<file path="src/rtl/cordic_pkg.sv">
// Shared definitions for the CORDIC cosine pipeline and its downstream stages.
package cordic_pkg;

  localparam int unsigned WORD_LENGTH_DEF  = 21;
  localparam int unsigned N_ITERATIONS_DEF = 17;

  // 1.0 in Q2.19
  localparam logic [20:0] ONE = 21'h080000;

  typedef struct packed {
    logic valid;
    logic last;
  } tag_t;

  localparam logic [0:0] StIdle  = 1'b0;
  localparam logic [0:0] StAccum = 1'b1;

endpackage

</file>
<file path="src/rtl/cordic_tag_delay.sv">
// Shift register of {valid, last} tags, as deep as the CORDIC pipeline latency.
module cordic_tag_delay
  import cordic_pkg::*;
#(
  parameter int unsigned DEPTH = N_ITERATIONS_DEF
) (
  input  logic clk,
  input  logic rst,
  input  tag_t i_tag,
  output tag_t o_tag,
  output logic o_any_valid
);

  tag_t r_tags [DEPTH];

  always_ff @(posedge clk) begin
    if (rst) begin
      for (int i = 0; i < DEPTH; i++) begin
        r_tags[i] <= '0;
      end
    end else begin
      r_tags[0] <= i_tag;
      for (int i = 1; i < DEPTH; i++) begin
        r_tags[i] <= r_tags[i-1];
      end
    end
  end

  always_comb begin
    o_any_valid = 1'b0;
    for (int i = 0; i < DEPTH; i++) begin
      o_any_valid = o_any_valid | r_tags[i].valid;
    end
  end

  assign o_tag = r_tags[DEPTH-1];

endmodule

</file>
<file path="src/rtl/cordic_accumulator.sv">
// Sums consecutive CORDIC cosine samples into per-vector totals with a one-entry result register.
// Define CORDIC_ACC_SAT_EN for saturating adds and a sticky sat flag; otherwise adds wrap.
module cordic_accumulator
  import cordic_pkg::*;
#(
  parameter int unsigned WORD_LENGTH  = WORD_LENGTH_DEF,
  parameter int unsigned N_ITERATIONS = N_ITERATIONS_DEF,
  parameter int unsigned ACC_WIDTH    = 32
) (
  input  logic                   clk,
  input  logic                   rst,
  input  logic                   in_valid,
  input  logic                   in_last,
  input  logic [WORD_LENGTH-1:0] sample,
  output logic                   out_valid,
  input  logic                   out_ready,
  output logic [ACC_WIDTH-1:0]   out_sum,
  output logic [15:0]            out_count,
  output logic                   busy,
  output logic                   dropped,
  output logic                   sat
);

  tag_t                 w_tag_in;
  tag_t                 w_tag_out;
  logic                 w_tags_busy;
  logic [ACC_WIDTH-1:0] w_ext;
  logic [ACC_WIDTH-1:0] w_sum;
  logic [15:0]          w_cnt_inc;
  logic                 w_load;

  logic [0:0]           r_state;
  logic [ACC_WIDTH-1:0] r_acc;
  logic [15:0]          r_cnt;
  logic                 r_out_valid;
  logic [ACC_WIDTH-1:0] r_out_sum;
  logic [15:0]          r_out_count;
  logic                 r_dropped;

  assign w_tag_in = '{valid: in_valid, last: in_valid & in_last};

  cordic_tag_delay #(
    .DEPTH(N_ITERATIONS)
  ) u_tag_delay (
    .clk        (clk),
    .rst        (rst),
    .i_tag      (w_tag_in),
    .o_tag      (w_tag_out),
    .o_any_valid(w_tags_busy)
  );

  assign w_ext     = ACC_WIDTH'($signed(sample));
  assign w_cnt_inc = (r_cnt == 16'hFFFF) ? r_cnt : r_cnt + 16'd1;
  assign w_load    = w_tag_out.valid & w_tag_out.last;

`ifdef CORDIC_ACC_SAT_EN
  logic [ACC_WIDTH:0] w_wide;
  logic               w_ovf;
  logic               r_sat;

  // One guard bit: overflow when the two top bits of the widened sum disagree
  assign w_wide = {r_acc[ACC_WIDTH-1], r_acc} + {w_ext[ACC_WIDTH-1], w_ext};
  assign w_ovf  = w_wide[ACC_WIDTH] ^ w_wide[ACC_WIDTH-1];
  assign w_sum  = !w_ovf ? w_wide[ACC_WIDTH-1:0] :
                  w_wide[ACC_WIDTH] ? {1'b1, {(ACC_WIDTH-1){1'b0}}} :
                                      {1'b0, {(ACC_WIDTH-1){1'b1}}};

  always_ff @(posedge clk) begin
    if (rst) begin
      r_sat <= 1'b0;
    end else if (w_tag_out.valid && w_ovf) begin
      r_sat <= 1'b1;
    end
  end

  assign sat = r_sat;
`else
  assign w_sum = r_acc + w_ext;
  assign sat   = 1'b0;
`endif

  always_ff @(posedge clk) begin
    if (rst) begin
      r_state     <= StIdle;
      r_acc       <= '0;
      r_cnt       <= '0;
      r_out_valid <= 1'b0;
      r_out_sum   <= '0;
      r_out_count <= '0;
      r_dropped   <= 1'b0;
    end else begin
      if (w_tag_out.valid) begin
        if (w_tag_out.last) begin
          r_state <= StIdle;
          r_acc   <= '0;
          r_cnt   <= '0;
        end else begin
          r_state <= StAccum;
          r_acc   <= w_sum;
          r_cnt   <= w_cnt_inc;
        end
      end
      // A load beats a simultaneous handshake; a load into a stalled full register is lost
      if (w_load) begin
        if (!r_out_valid || out_ready) begin
          r_out_valid <= 1'b1;
          r_out_sum   <= w_sum;
          r_out_count <= w_cnt_inc;
        end else begin
          r_dropped <= 1'b1;
        end
      end else if (r_out_valid && out_ready) begin
        r_out_valid <= 1'b0;
      end
    end
  end

  assign out_valid = r_out_valid;
  assign out_sum   = r_out_sum;
  assign out_count = r_out_count;
  assign dropped   = r_dropped;
  assign busy      = w_tags_busy | (r_state == StAccum) | r_out_valid;

endmodule

</file>
<file path="config.mk">
export PLATFORM = sky130hd
export DESIGN_NAME = cordic_accumulator
export DESIGN_NICKNAME = d
export VERILOG_FILES = /design/src/rtl/cordic_pkg.sv /design/src/rtl/cordic_tag_delay.sv /design/src/rtl/cordic_accumulator.sv
export SDC_FILE = /design/constraint.sdc
export NUM_CORES = 1
export LEC_CHECK = 0
export ABC_AREA = 0
export BUFFER_PORTS_ARGS = -buffer_cell sky130_fd_sc_hd__clkbuf_2
export CORE_MARGIN = 8
export CORE_UTILIZATION = 55
export DETAILED_ROUTE_END_ITERATION = 10
export GPL_ROUTABILITY_DRIVEN = 0
export HOLD_SLACK_MARGIN = 0.1
export PLACE_DENSITY = 0.76
export SYNTH_ARGS = -nofsm -noshare
export SYNTH_HDL_FRONTEND = slang
export SYNTH_SLANG_ARGS = --single-unit
</file>
<file path="constraint.sdc">
create_clock -name clk -period 6.6 [get_ports clk]
set_input_delay 0 -clock clk [delete_from_list [all_inputs] [get_ports clk]]
set_output_delay 0 -clock clk [all_outputs]
set_load 0.1 [all_outputs]
</file>
==> metrics, run 1 <==
outcome=completed; final setup fails=0; Sw Share=0.243; syn avg cell area=8.54 um^2; Clock Tree Buf Depth=2; crit path to=r_acc[22]$_SDFFE_PP0P_; Finished Layout Cells=965; number of H-tree levels=4; hold path start=sample[5]; routed wire length per instance=16.1 um; number of synthesized flops with an enable pin=0; count leader, synth=dfxtp_1; Synth Warn #=0; fraction of layout cells with a size suffix above 1=0.150; Detail Placement HPWL=10400 um; clock power share=0.493; Layout Skew=9.87 ps; Initial Utilization=0.560; Critical Path Max Stage Delay=460 ps; crit-path most repeated cell=o21bai_1; initial antenna violation count=0; Clock Tree Root=clkbuf_16; Metal-1 WL=6850 um; Period minus WS final=3070 ps; syn nets=804; Synth area leader=dfxtp_1; CTS tree=yes; input/output buffers=76; Critical Path RT=6880 ps; Final Total Pwr=1.75 mW; Internal Power=1.32 mW; metal2 WL=7210 um; CP Cell Sequence=ha_1, fa_1, a211oi_2, o21bai_1, a2111o_1, a211o_1, a21oi_4, o21bai_1, a21oi_1, xor2_1, o32ai_1; CP max FO=5; GRT Total Usage=0.210; WL final=15500 um; clock-pin slew on the worst setup and hold paths=60 ps; pin count of the biggest net entering global routing=64; layout net count=868; # DRC=0; max frequency=325 MHz; Synth top cells by count=dfxtp_1 (133), nand2_1 (85), a21oi_1 (67), nor2_1 (67), nor2b_1 (40); Placed Cells=925; IR drop worst, VDD=220 uV; Synth cell types=61; Seq/Total Area, Yosys=0.418; Syn Inst Count=745; critical path arrival=3360 ps; PwrDens=235 mW/mm^2; number of global-route vias before repair=5339; IO Pins=78; Clk Latency, worst-skew pair=430 ps; fin crit share=0.466; Via Count=5633; sequential power share=0.461; setup TNS=0 ps; RSZ-0062 raised after global routing=false; drt first-iter violations=588; part of the power in combinational logic=0.046; Critical path origin=r_acc[0]$_SDFFE_PP0P_; critical path launch point type=flip-flop; Die Height=124 um; ANT nets after route=0; grt ovf=0; reg2reg path depth=11; FF+latch count, synth=133; Max Cap Viol=0; Hold WS=122 ps; Num Clock Sinks=133; Die Area=0.0153 mm^2; ys async rst share=0; Synth top area share=0.418; P_leak=3.02 nW; critical path endpoint category=flip-flop; fin util=0.653; Net Sw Power=0.424 mW; Tightest Pin Transition=651 ps; max layer used=met4; # diodes=0; Slew Limit Headroom=0.566; crit path max-delay cell type=a2111o_1; Main synth FF type=dfxtp_1; Setup Buffers After CTS=0; Netlist Area Pre-Place=0.00636 mm^2; area grow syn2layout=16.6%; fin. max-slew vios=0; Synth area leaders=dfxtp_1 (42%), ha_1 (6.3%), a21oi_1 (5.3%); final hold viol count=0; DR vias/cell=5.84; reg2reg setup slack=3530 ps; core area=0.0114 mm^2; first-pass GRT wire length=25800 um; # rows=39; Hold Path Class=in -> reg; metal3 WL=1120 um; reg2reg end=r_acc[22]$_SDFFE_PP0P_; die width=124 um; Num CTS Buffers=17; Critical R2R Launch=r_acc[0]$_SDFFE_PP0P_; drt first pass iters=7; class of the most critical setup path=reg -> reg
[through the flow]
step           worst slack [ps]  instance area (um^2)
2_1_floorplan              3850                  6360
3_3_place_gp               3680                  6800
3_5_place_dp               3580                  6800
4_1_cts                    3550                  7420
5_1_grt                    3330                  7420
6_report                   3530                  7420
[logic make-up (layout without fill, tap and decap cells)]
logic type	after synthesis	after routing	share of synthesized area
and+or+nand+nor	273	273	0.204
AOI/OAI and AO/OA	206	206	0.216
DFF	133	133	0.418
buffers and inverters	56	133	0.0346
xor gates and xnor gates	40	40	0.0551
adders and majority gates	33	33	0.0661
muxes	3	3	0.00492
other	1	1	0.000589
[metal layers]
metal,GRT usage,vias to the layer above
met5,0,-
met4,0.0918,0
met3,0.0548,33
met2,0.341,190
met1,0.259,2636
li1,-,2774
[sequential cells by signal, summed over array words and instances, names as in the netlist]
name	cells
dropped	1
u_tag_delay.r_tags	34
out_count	16
out_sum	32
r_cnt	16
r_acc	32
out_valid	1
r_state	1
[layout make-up]
class                      count  area [um^2]
timing repair buffer          90          508
tap                          143          179
clock buffer                  18          439
clock inverter                14          104
sequential                   133         2660
inverter                      11         41.3
fill                         982         3950
multi-input combinational    556         3490
[how the worst min path moves through the flow]
stage,slack (ps),end,cells past startpoint
floorplan,120,u_tag_delay.r_tags[0][0]$_SDFF_PP0_,1
global placement,210,u_tag_delay.r_tags[0][0]$_SDFF_PP0_,2
detailed placement,220,u_tag_delay.r_tags[0][0]$_SDFF_PP0_,2
CTS,110,out_sum[5]$_SDFFE_PP0P_,5
global route,160,out_sum[4]$_SDFFE_PP0P_,5
finish,120,out_sum[5]$_SDFFE_PP0P_,5
[worst max-delay path, delay by kind of cell (launching register included)]
kind            cells  cell delay, ps
flops               1             310
compound gates      8            1730
xor+xnor            1             220
fa+ha+maj           2             660
[layout by cell type, fill, tap and decap left out, types with 11 or more instances in the layout]
master / Yosys / layout
inv_1: 11 / 11
ha_1: 32 / 32
clkbuf_16: 0 / 17
nor2_1: 67 / 66
nand2_1: 85 / 85
a21oi_1: 67 / 67
xnor2_1: 22 / 22
o21ai_0: 16 / 16
a22oi_1: 23 / 23
clkbuf_2: 0 / 75
dfxtp_1: 133 / 133
nand3_1: 26 / 26
nor2b_1: 40 / 40
a211oi_1: 19 / 19
a21o_1: 16 / 16
xor2_1: 18 / 18
[power by group through the flow]
stage	Combinational (mW)	Clock (mW)	Sequential (mW)
2_1_floorplan	0.0550	0	0.822
3_3_place_gp	0.0730	0	0.823
3_5_place_dp	0.0748	0	0.823
4_1_cts	0.0788	0.874	0.805
5_1_grt	0.0871	0.913	0.805
6_report	0.0798	0.861	0.805
[repair_timing]
action                                 CTS  global route
hold buffers                             8             0
resized for setup                        0             0
endpoints found under the hold margin   56             0
Power figures use the tool's default switching activity.
==> run 2, diff against run 1 <==
--- a/config.mk
+++ b/config.mk
@@ -8,11 +8,11 @@
 export ABC_AREA = 0
 export BUFFER_PORTS_ARGS = -buffer_cell sky130_fd_sc_hd__clkbuf_2
 export CORE_MARGIN = 8
-export CORE_UTILIZATION = 55
+export CORE_UTILIZATION = 53
 export DETAILED_ROUTE_END_ITERATION = 10
 export GPL_ROUTABILITY_DRIVEN = 0
 export HOLD_SLACK_MARGIN = 0.1
-export PLACE_DENSITY = 0.76
+export PLACE_DENSITY = 0.77
 export SYNTH_ARGS = -nofsm -noshare
 export SYNTH_HDL_FRONTEND = slang
 export SYNTH_SLANG_ARGS = --single-unit
==> constraint.sdc (replaced) <==
create_clock -name clk -period 2.6 [get_ports clk]
set_input_delay 0 -clock clk [delete_from_list [all_inputs] [get_ports clk]]
set_output_delay 0 -clock clk [all_outputs]
set_load 0.1 [all_outputs]
==> run 2 against run 1 <==
Effect of this change: largest power group unchanged; the flow now finishes with violations (negative setup slack); sequential share of layout area shrank 2.6 points; fmax increased by 12%; highest routed layer unchanged; non-clock buffer count grew 37.
==> metrics, run 2 (synthesis gave the netlist of run 1 again) <==
CP Cell Sequence=ha_4, fa_2, a211oi_2, o21bai_1, a2111o_1, buf_4, a21o_1, a311o_1, o22ai_2, xnor2_2, nand2_1, a21oi_2; input/output buffers=76; Placed Cells=956; drt first-iter violations=512; # DRC=0; GRT Total Usage=0.207; setup TNS=-1770 ps; # diodes=0; max frequency=365 MHz; # rows=40; Setup WS post-layout=-141 ps; hold path start=sample[1]; IO Pins=78; Clock Tree Root=clkbuf_16; RSZ-0062 raised after global routing=true; Critical Path Max Stage Delay=350 ps; final setup fails=20; critical path arrival=3090 ps; P_leak=3.29 nW; PwrDens=580 mW/mm^2; core area=0.0119 mm^2; DR vias/cell=5.90; area grow syn2layout=25.9%; WL final=16800 um; final hold viol count=0; Net Sw Power=1.06 mW; ANT nets after route=0; number of H-tree levels=4; part of the power in combinational logic=0.050; Num CTS Buffers=17; CP max FO=3; Clock Tree Buf Depth=2; CTS tree=yes; critical path endpoint category=flip-flop; sequential power share=0.440; number of global-route vias before repair=5736; most frequent cells in the layout=dfxtp_1 (130), nand2_1 (83), clkbuf_2 (75); Num Clock Sinks=133; fraction of layout cells with a size suffix above 1=0.232; Internal Power=3.58 mW; Max Cap Viol=0; Slew Limit Headroom=0.557; pin count of the biggest net entering global routing=61; fin crit share=1.05; class of the most critical setup path=reg -> reg; outcome=finished, violations left; Clk Latency, worst-skew pair=420 ps; Final Total Pwr=4.64 mW; Finished Layout Cells=1006; max FFs per register=34; fin. max-slew vios=0; crit path max-delay cell type=fa_2; layout net count=905; Hold WS=114 ps; Via Count=5931; fillers=949; IR drop worst, VDD=435 uV; first-pass GRT wire length=27000 um; Initial Utilization=0.536; die width=126 um; Biggest register=u_tag_delay.r_tags; initial antenna violation count=0; grt ovf=0; Hold Path Class=in -> reg; Detail Placement HPWL=11000 um; Critical Path RT=2950 ps; Sw Share=0.228; clock power share=0.510; Tightest Pin Transition=664 ps; Layout Skew=10.9 ps; Critical R2R Launch=r_acc[0]$_SDFFE_PP0P_; critical path launch point type=flip-flop; Place WS=-270 ps; Die Height=126 um; drt first pass iters=6; Critical path origin=r_acc[0]$_SDFFE_PP0P_; routed wire length per instance=16.7 um; Period minus WS final=2740 ps; clock-pin slew on the worst setup and hold paths=60 ps; violated checks=negative setup slack; Die Area=0.0158 mm^2; commonest non-fill, non-tap cell in the layout=dfxtp_1
run 2: per-layer routing:
metal  up-vias  share of wire  GRT usage
li1       2858              -          -
met1      2839           0.43      0.234
met2       192           0.48      0.349
met3        42          0.067     0.0676
met4         0          0.023     0.0931
met5         -              0          0
run 2: final cells by class:
type / count / area, um^2 / share of cell area
multi-input cells: 556 / 3740 / 0.466
flip-flops and latches: 133 / 2670 / 0.333
repair buffers: 127 / 797 / 0.0995
clock buffers: 20 / 457 / 0.0570
well taps: 147 / 184 / 0.0230
clock inverters: 12 / 130 / 0.0162
inverters: 11 / 41.3 / 0.00515
run 2: timing repair:
item	4_1_cts	5_1_grt
endpoints found under the setup margin	22	34
setup buffers	4	9
gates resized for setup	3	40
pin swaps	17	28
hold buffers	8	0
hold endpoints to repair	50	0
run 2: final timing paths:
| kind | end | slack (ps) | cells after the start |
|---|---|---|---|
| max | out_sum[18]$_SDFFE_PP0P_ | -140 | 12 |
| min | out_sum[1]$_SDFFE_PP0P_ | 110 | 4 |
| max reg2reg | out_sum[18]$_SDFFE_PP0P_ | -140 | 12 |
| min reg2reg | u_tag_delay.r_tags[0][30]$_SDFF_PP0_ | 440 | 1 |
run 2: critical path: cells and delay by family (launching register included):
| family | cells | cell delay [ps] |
|---|---|---|
| AO/OA/AOI/OAI | 7 | 1440 |
| XOR/XNOR | 1 | 140 |
| adder cells (fa/ha/maj) | 2 | 510 |
| buffers and inverters | 1 | 150 |
| flip-flops | 1 | 330 |
| AND/OR/NAND/NOR | 1 | 90 |
run 2: power groups by stage:
stage	logic, mW	clock network, mW	registers, mW
2_1_floorplan	0.141	0	2.09
3_3_place_gp	0.199	0	2.09
3_5_place_dp	0.205	0	2.09
4_1_cts	0.215	2.40	2.04
5_1_grt	0.252	2.50	2.04
6_report	0.234	2.37	2.04
run 2: stage by stage:
stage / utilization / cell area (um^2)
after floorplan: - / 6400
after global placement: 0.594 / 7040
after detailed placement: 0.594 / 7040
after CTS: 0.654 / 7760
after global routing: 0.675 / 8010
final: 0.675 / 8010
==> run 3, diff against run 2 <==
--- a/config.mk
+++ b/config.mk
@@ -12,7 +12,8 @@
 export DETAILED_ROUTE_END_ITERATION = 10
 export GPL_ROUTABILITY_DRIVEN = 0
 export HOLD_SLACK_MARGIN = 0.1
-export PLACE_DENSITY = 0.77
+export PLACE_DENSITY = 0.81
+export RECOVER_POWER = 100
 export SYNTH_ARGS = -nofsm -noshare
 export SYNTH_HDL_FRONTEND = slang
 export SYNTH_SLANG_ARGS = --single-unit
==> run 3 against run 2 <==
Effect of this change: the flow still finishes with violations (negative setup slack); critical endpoint is now out_sum[30]$_SDFFE_PP0P_; fmax fell by 1.5%; critical path type unchanged; combinational power is essentially flat; via count is 1.6% lower; routed wire length shrank 3.6%; worst setup slack got worse by 41 ps; first-iteration DRC count fell by 19%; register-to-register slack lost 40 ps; power is 2.1% lower.
==> metrics, run 3 (synthesis gave the netlist of run 1 again) <==
# rows=40; input/output buffers=76; routed wire length per instance=16.1 um; drt first pass iters=5; Die Height=126 um; Finished Layout Cells=1008; reg2reg path depth=12; number of H-tree levels=4; Net Sw Power=1.03 mW; commonest non-fill, non-tap cell in the layout=dfxtp_1; Hold Path Class=in -> reg; WL final=16200 um; # diodes=0; CTS tree=yes; DR vias/cell=5.79; final setup fails=18; critical path launch point type=flip-flop; critical path endpoint category=flip-flop; Final Total Pwr=4.55 mW; RSZ-0062 raised after global routing=true; class of the most critical setup path=reg -> reg; Detail Placement HPWL=10900 um; pin count of the biggest net entering global routing=69; # DRC=0; drt first-iter violations=414; Layout Skew=8.26 ps; most frequent cells in the layout=dfxtp_1 (130), nand2_1 (85), nor2_1 (66); part of the power in combinational logic=0.051; Tightest Pin Transition=1250 ps; fraction of layout cells with a size suffix above 1=0.158; fin. max-slew vios=0; sequential power share=0.449; clock power share=0.499; Internal Power=3.52 mW; Die Area=0.0158 mm^2; Clock Tree Root=clkbuf_16; Via Count=5834; CP max FO=4; PwrDens=579 mW/mm^2; core area=0.0119 mm^2; Num Clock Sinks=133; clock-pin slew on the worst setup and hold paths=50 ps; layout net count=907; die width=126 um; Num CTS Buffers=17; Setup WS post-layout=-182 ps; GRT Total Usage=0.201; area grow syn2layout=23.4%; critical path arrival=3080 ps; hold path depth=4; fin crit share=1.07; max FFs per register=34; Clk Latency, worst-skew pair=420 ps; Slew Limit Headroom=0.168; max frequency=359 MHz; Critical Path RT=2890 ps; IR drop worst, VDD=501 uV; Biggest register=u_tag_delay.r_tags; Clock Tree Buf Depth=2; number of global-route vias before repair=5500; outcome=finished, violations left; P_leak=3.07 nW; initial antenna violation count=0; violated checks=negative setup slack; Sw Share=0.227; fin util=0.662; ANT nets after route=0; first-pass GRT wire length=26300 um; Placed Cells=963; grt ovf=0; final hold viol count=0; IO Pins=78; Period minus WS final=2780 ps; Initial Utilization=0.536; Place WS=-195 ps; Max Cap Viol=0
## run 3: metal layers
layer  GRT usage  wire [um]  up-vias  part of all wire
met5           0          0        -                 0
met4      0.0766        421        0             0.026
met3      0.0557        873       39             0.054
met2       0.336       7640      182              0.47
met1       0.241       7270     2739              0.45
li1            -          -     2874                 -
## run 3: worst max-delay path, stage by stage, from the launching register on
cell,delay (ps)
dfxtp_2,330
ha_4,160
fa_2,340
a211oi_2,170
o21bai_1,130
a2111o_1,350
a211o_1,310
a21oi_4,190
buf_12,140
o21ai_4,50
and3_4,200
o2111ai_2,160
o311ai_1,110
## run 3: final timing paths
path,from,end,slack [ps]
worst min-delay path,sample[1],out_sum[1]$_SDFFE_PP0P_,120
worst max register to register,r_acc[0]$_SDFFE_PP0P_,out_sum[30]$_SDFFE_PP0P_,-180
worst max-delay path,r_acc[0]$_SDFFE_PP0P_,out_sum[30]$_SDFFE_PP0P_,-180
worst min register to register,u_tag_delay.r_tags[0][26]$_SDFF_PP0_,u_tag_delay.r_tags[0][28]$_SDFF_PP0_,430
## run 3: layout make-up
class	instances	area, um^2
Tap cell	147	184
Sequential cell	133	2670
Timing Repair Buffer	129	732
Fill cell	987	4010
Clock inverter	7	72.6
Multi-Input combinational cell	556	3670
Clock buffer	25	485
Inverter	11	41.3
## run 3: stage by stage
step | setup TNS, ps | cell area (um^2) | hold WS (ps)
floorplan | -285 | 6400 | 122
global placement | -1520 | 7090 | 201
detailed placement | -2170 | 7090 | 205
CTS | -1580 | 7760 | 111
global route | -6140 | 7850 | 163
finish | -1990 | 7850 | 120
## run 3: repair_timing
item | 4_1_cts | 5_1_grt
hold buffers | 5 | 0
gates resized for setup | 4 | 32
buffers inserted | 3 | 6
pin swaps | 21 | 21
endpoints found under the hold margin | 6 | 0
endpoints found under the setup margin | 19 | 35
## run 3: power groups by stage
stage	logic, mW	registers [mW]	clock network [mW]
after floorplan	0.141	2.09	0
after global placement	0.206	2.09	0
after detailed placement	0.209	2.09	0
after CTS	0.218	2.04	2.29
after global routing	0.251	2.04	2.39
final	0.232	2.04	2.27
